### src/rtl/aes_block_buffer.sv
// AES block buffer: packs 32-bit AHB read words into 128-bit blocks for
// the AES core and splits 128-bit result blocks back into 32-bit words.
//
// Ports
//   hclk, hrst           clock and async active-low reset
//   soft_clr             synchronous abort of both halves
//   shift_en, shiftout   read word strobe and data (first word = 127:96)
//   in_full              block held, master must stall reads
//   blk_out, blk_valid,  assembled block to AES core (valid/ready)
//   blk_ready
//   res_in, res_valid,   result block from AES core (valid/ready)
//   res_ready
//   shiftin, word_avail, write word to master, consumed on word_req
//   word_req
//   end_block            one-cycle pulse after last result word taken
module aes_block_buffer (
  input  logic         hclk,
  input  logic         hrst,
  input  logic         soft_clr,
  input  logic         shift_en,
  input  logic [31:0]  shiftout,
  output logic         in_full,
  output logic [127:0] blk_out,
  output logic         blk_valid,
  input  logic         blk_ready,
  input  logic [127:0] res_in,
  input  logic         res_valid,
  output logic         res_ready,
  output logic [31:0]  shiftin,
  output logic         word_avail,
  input  logic         word_req,
  output logic         end_block
);

  typedef enum logic [0:0] {
    OIDLE = 1'b0,
    OSEND = 1'b1
  } ostate_t;

  // ---------------- input side ----------------
  logic [127:0] ibuf;
  logic [1:0]   icnt;
  logic         ivld;
  logic         iacc;
  logic         ihs;

  // Words are accepted only while no block is held; a handshake
  // cycle still has ivld=1 so a coincident strobe is dropped.
  assign iacc = shift_en & ~ivld;
  assign ihs  = ivld & blk_ready;

  always_ff @(posedge hclk or negedge hrst) begin
    if (!hrst) begin
      ibuf <= '0;
      icnt <= '0;
      ivld <= 1'b0;
    end else if (soft_clr) begin
      ibuf <= '0;
      icnt <= '0;
      ivld <= 1'b0;
    end else begin
      if (iacc) begin
        ibuf <= {ibuf[95:0], shiftout};
        icnt <= icnt + 2'd1;
        if (icnt == 2'd3)
          ivld <= 1'b1;
      end
      if (ihs)
        ivld <= 1'b0;
    end
  end

  assign blk_valid = ivld;
  assign in_full   = ivld;
  assign blk_out   = ibuf;

  // ---------------- output side ----------------
  ostate_t      state;
  ostate_t      state_nxt;
  logic [127:0] obuf;
  logic [127:0] obuf_nxt;
  logic [1:0]   ocnt;
  logic [1:0]   ocnt_nxt;
  logic         eb;
  logic         eb_nxt;

  always_ff @(posedge hclk or negedge hrst) begin
    if (!hrst) begin
      state <= OIDLE;
      obuf  <= '0;
      ocnt  <= '0;
      eb    <= 1'b0;
    end else begin
      state <= state_nxt;
      obuf  <= obuf_nxt;
      ocnt  <= ocnt_nxt;
      eb    <= eb_nxt;
    end
  end

  always_comb begin
    state_nxt = state;
    obuf_nxt  = obuf;
    ocnt_nxt  = ocnt;
    eb_nxt    = 1'b0;
    if (soft_clr) begin
      state_nxt = OIDLE;
      obuf_nxt  = '0;
      ocnt_nxt  = '0;
    end else begin
      unique case (state)
        OIDLE: begin
          if (res_valid) begin
            obuf_nxt  = res_in;
            ocnt_nxt  = '0;
            state_nxt = OSEND;
          end
        end
        OSEND: begin
          if (word_req) begin
            ocnt_nxt = ocnt + 2'd1;
            if (ocnt == 2'd3) begin
              state_nxt = OIDLE;
              eb_nxt    = 1'b1;
            end
          end
        end
        default: state_nxt = OIDLE;
      endcase
    end
  end

  always_comb begin
    shiftin = '0;
    if (state == OSEND) begin
      unique case (ocnt)
        2'd0:    shiftin = obuf[127:96];
        2'd1:    shiftin = obuf[95:64];
        2'd2:    shiftin = obuf[63:32];
        default: shiftin = obuf[31:0];
      endcase
    end
  end

  assign res_ready  = (state == OIDLE);
  assign word_avail = (state == OSEND);
  assign end_block  = eb;

endmodule

### config.mk
export PLATFORM = sky130hd
export DESIGN_NAME = aes_block_buffer
export DESIGN_NICKNAME = d
export VERILOG_FILES = /design/src/rtl/aes_block_buffer.sv
export SDC_FILE = /design/constraint.sdc
export NUM_CORES = 1
export LEC_CHECK = 0
export ABC_AREA = 1
export BUFFER_PORTS_ARGS = -buffer_cell sky130_fd_sc_hd__buf_4
export CORE_MARGIN = 2
export CORE_UTILIZATION = 53
export DETAILED_ROUTE_END_ITERATION = 6
export GPL_TIMING_DRIVEN = 0
export HOLD_SLACK_MARGIN = 0.15
export PLACE_DENSITY = 0.8
export SYNTH_ARGS = -nofsm -noshare
export SYNTH_HDL_FRONTEND = slang
export SYNTH_SLANG_ARGS = --single-unit
### constraint.sdc
create_clock -name hclk -period 1.9 [get_ports hclk]
set_clock_uncertainty 0.1 [all_clocks]
set_input_delay 0.285 -clock hclk [delete_from_list [all_inputs] [get_ports hclk]]
set_output_delay 0.285 -clock hclk [all_outputs]
set_load 0.02 [all_outputs]
==> impl_metrics.csv <==
group,metric,value,unit
timing,worstMarginPinSlew,0.689,ns
drt,drc,0,
synth,synth_cell_types,19,
worst_setup_path,cp.required,1.51,ns
synth,synthesis.instances,1526,
drt,drtAntennaViolNets,0,
global_routing,grt_pass1_wl,74200,µm
placed_design,dpl_cell_area,15300,µm²
synth,yosys_register_bits,263,
final_layout,stdcell_count,2402,
synth,synth_ff_type,"dfrtp_1",
timing,hold_viol,0,
synth,yosysMostFrequentCell,"nand2_1",
worst_setup_path,cp-end-kind,"output port",
timing,setup_viol,32,
pwr,power.net_switching,3970,µW
placed_design,gp_congestion,0.964,
worst_setup_path,cp_max_fo,7,
worst_setup_path,worstSetupPathType,"reg -> out",
timing,setup_slack,-0.560,ns
global_routing,antenna_found_initial,1,
pwr,ir_drop,0.612,mV
synth,ys_top_cells_by_area,"dfrtp_1 (53%), nand2_1 (11%), nand4_1 (6.6%), o21ai_0 (5.9%), o21ai_1 (5.6%)",
final_layout,layout-drive-gt1-share,0.276,
worst_setup_path,r2r_start,"word_avail",
drt,drt-total-wl,49600,µm
cts,cts.sinks,263,
synth,async_flop_share,1.00,
worst_setup_path,crit_chain,"inv_4 > ha_4 > clkbuf_8 > nand2_1 > nand2_1 > inv_2 > a21oi_4 > buf_6",
worst_setup_path,critPathArrivalTime,2.07,ns
die,die_h,157,µm
die,rows,55,
final_layout,area_growth_syn_to_layout,50.0,%
synth,synth_top_family_by_area,"simple AND/OR/NAND/NOR gates",
synth,synth.avg_cell_area,8.09,µm²
cts,cts_tree,"yes",
status,status,"complete, but fails checks",
drt,drt-wirelength-per-cell,20.7,µm
drt,drtPass1Iterations,6,
placed_design,hpwl,31700,µm
placed_design,io_buffers,331,
worst_setup_path,max_stage_delay,0.46,ns
timing,timing.fmax,0.407,GHz
synth,synth_top_area_frac,0.533,
worst_setup_path,path_common_cell,"nand2_1",
worst_setup_path,startpoint,"ocnt[1]",
synth,ys_seq_area_frac,0.533,
die,initial_core_util,0.542,
synth,synth-edff-count,0,
final_layout,nets,2239,
synth,synthXorXnorAreaFrac,0,
pwr,leakage,0.00946,µW
final_layout,post-route-util,0.813,
timing,fin_crit_sh,1.29,
cts,clk_pin_slew,0.06,ns
drt,drt_iter0_markers,1295,
placed_design,placed_cells,2172,
synth,yosys_warnings,0,
global_routing,grt_max_degree,122,
synth,synth_common_cells,"nand2_1 (365), dfrtp_1 (263), inv_1 (162), o21ai_0 (146), o21ai_1 (138)",
synth,synth_top_area_cell,"dfrtp_1",
die,io_pins,332,
timing,min_period,2.46,ns
timing,rsz0062_at_grt,"true",
final_layout,final_area,18500,µm²
drt,num_vias,13800,
die,core-area,22800,µm²
cts,htreeDepth,1,
timing,maxSlewHeadroom,0.541,
global_routing,grt_pass1_vias,14300,
cts,clk_root_buffer_cell,"clkbuf_16",
worst_setup_path,cpMaxStageDelayCell,"dfrtp_2",
pwr,p_int,9900,µW
synth,synth_compound_area_frac,0.142,
cts,clock_latency,0.55,ns
pwr,clockPowerShare,0.381,
die,die_w,157,µm
global_routing,grt_util_all_layers,0.391,
status,violations,"negative setup slack",
synth,yosys.area_share.adder,0.00608,
worst_setup_path,crit_path_start_kind,"flop",
drt,via_per_inst,5.76,
die,dieArea,24500,µm²
pwr,power.density,749,nW/µm²
min_path,min_path_type,"in -> async",
cts,cts-buffers-inserted,28,
synth,netlist_area,12300,µm²
synth,synth-simple-area-share,0.217,
job,maxCapViolCount,0,
pwr,pwr-share-seq,0.441,
cts,clockBufferDepth,3,
final_layout,fillers,1351,
pwr,netSwitchingFraction,0.286,
synth,syn-num-nets,1699,
pwr,p_comb_frac,0.178,
synth,synthMuxAreaShare,0,
global_routing,grt.overflow.total,0,
timing,slew_violations,0,
-- path summary, 6_finish.rpt --
path	cells after the start	slack [ns]	endpoint
max	8	-0.56	shiftin[5]
min	2	0.19	obuf[44]
max reg2reg	5	0.14	obuf[3]
min reg2reg	2	0.38	obuf[15]
max in group asynchronous	3	0.52	blk_out[2]
min in group hclk	5	0.21	blk_out[36]
-- layout make-up --
cell class,instances,area [µm²],share of cell area
diodes,1,2.50,0.000135
well taps,313,392,0.0212
inverters,164,621,0.0335
repair buffers,511,4400,0.238
clock buffers,41,810,0.0437
flip-flops and latches,263,6580,0.356
plain buffers,134,790,0.0426
multi-input cells,964,4850,0.262
clock inverters,11,68.8,0.00372
-- metrics by stage --
step | TNS [ns] | power (µW) | hold slack, ns | setup slack [ns]
after floorplan | 0 | 7120 | -0.111 | 0.00891
after global placement | -465.71 | 8090 | 0.357 | -1.77
after detailed placement | -10.13 | 8150 | 0.167 | -0.437
after CTS | -15.00 | 13700 | 0.174 | -0.516
after global routing | -17.54 | 14300 | 0.227 | -0.625
final | -15.94 | 13900 | 0.188 | -0.560
-- power groups by stage --
stage | combinational, µW | sequential, µW | clock (µW)
final | 2460 | 6120 | 5280
after detailed placement | 1970 | 6180 | 0
after global routing | 2640 | 6140 | 5530
after global placement | 1920 | 6170 | 0
after floorplan | 818 | 6310 | 0
after CTS | 2320 | 6090 | 5270
-- flip-flops by register name, indices dropped and copies added, names as in the netlist --
signal,flops
obuf,128
word_avail,1
icnt,2
end_block,1
blk_out,128
blk_valid,1
ocnt,2
-- repair_timing --
action / CTS / global route
gates resized for setup: 127 / 70
pin swaps: 6 / 2
buffers inserted: 3 / 1
endpoints found under the hold margin: 307 / 0
setup endpoints to repair: 34 / 41
cloned: 1 / 1
hold buffers: 172 / 0
-- worst max-delay path, delay by kind of cell, from the launching register on --
family,cells,cell delay [ns]
buffers and inverters,4,0.48
flip-flops,1,0.46
adder cells (fa/ha/maj),1,0.24
AND/OR/NAND/NOR,2,0.17
AO/OA/AOI/OAI,1,0.17
-- metal layers --
metal,global-route usage,vias up,part of all wire
met5,0,-,0
met4,0.279,0,0.080
met3,0.104,283,0.11
met2,0.649,945,0.47
met1,0.438,6508,0.34
li1,-,6102,-
-- kinds of logic after synthesis --
| group | count (synthesis) |
|---|---|
| simple gates | 609 |
| flops | 263 |
| buf+inv | 299 |
| fa+ha+maj | 6 |
| compound gates | 349 |
-- layout by cell type, fill, tap and decap left out, types with 21 or more instances in the layout --
| cell type | n |
|---|---|
| nand2_1 | 344 |
| buf_4 | 330 |
| dfrtp_1 | 261 |
| dlygate4sd3_1 | 172 |
| o21ai_1 | 147 |
| inv_1 | 142 |
| o21ai_0 | 136 |
| nand4_1 | 130 |
| nor2_1 | 64 |
| buf_2 | 53 |
| nand3_1 | 48 |
| clkbuf_1 | 40 |
| a21oi_2 | 33 |
| clkbuf_16 | 29 |
| nand2_2 | 21 |
| a21oi_1 | 21 |
No activity file was read; power rests on OpenSTA's default activity.
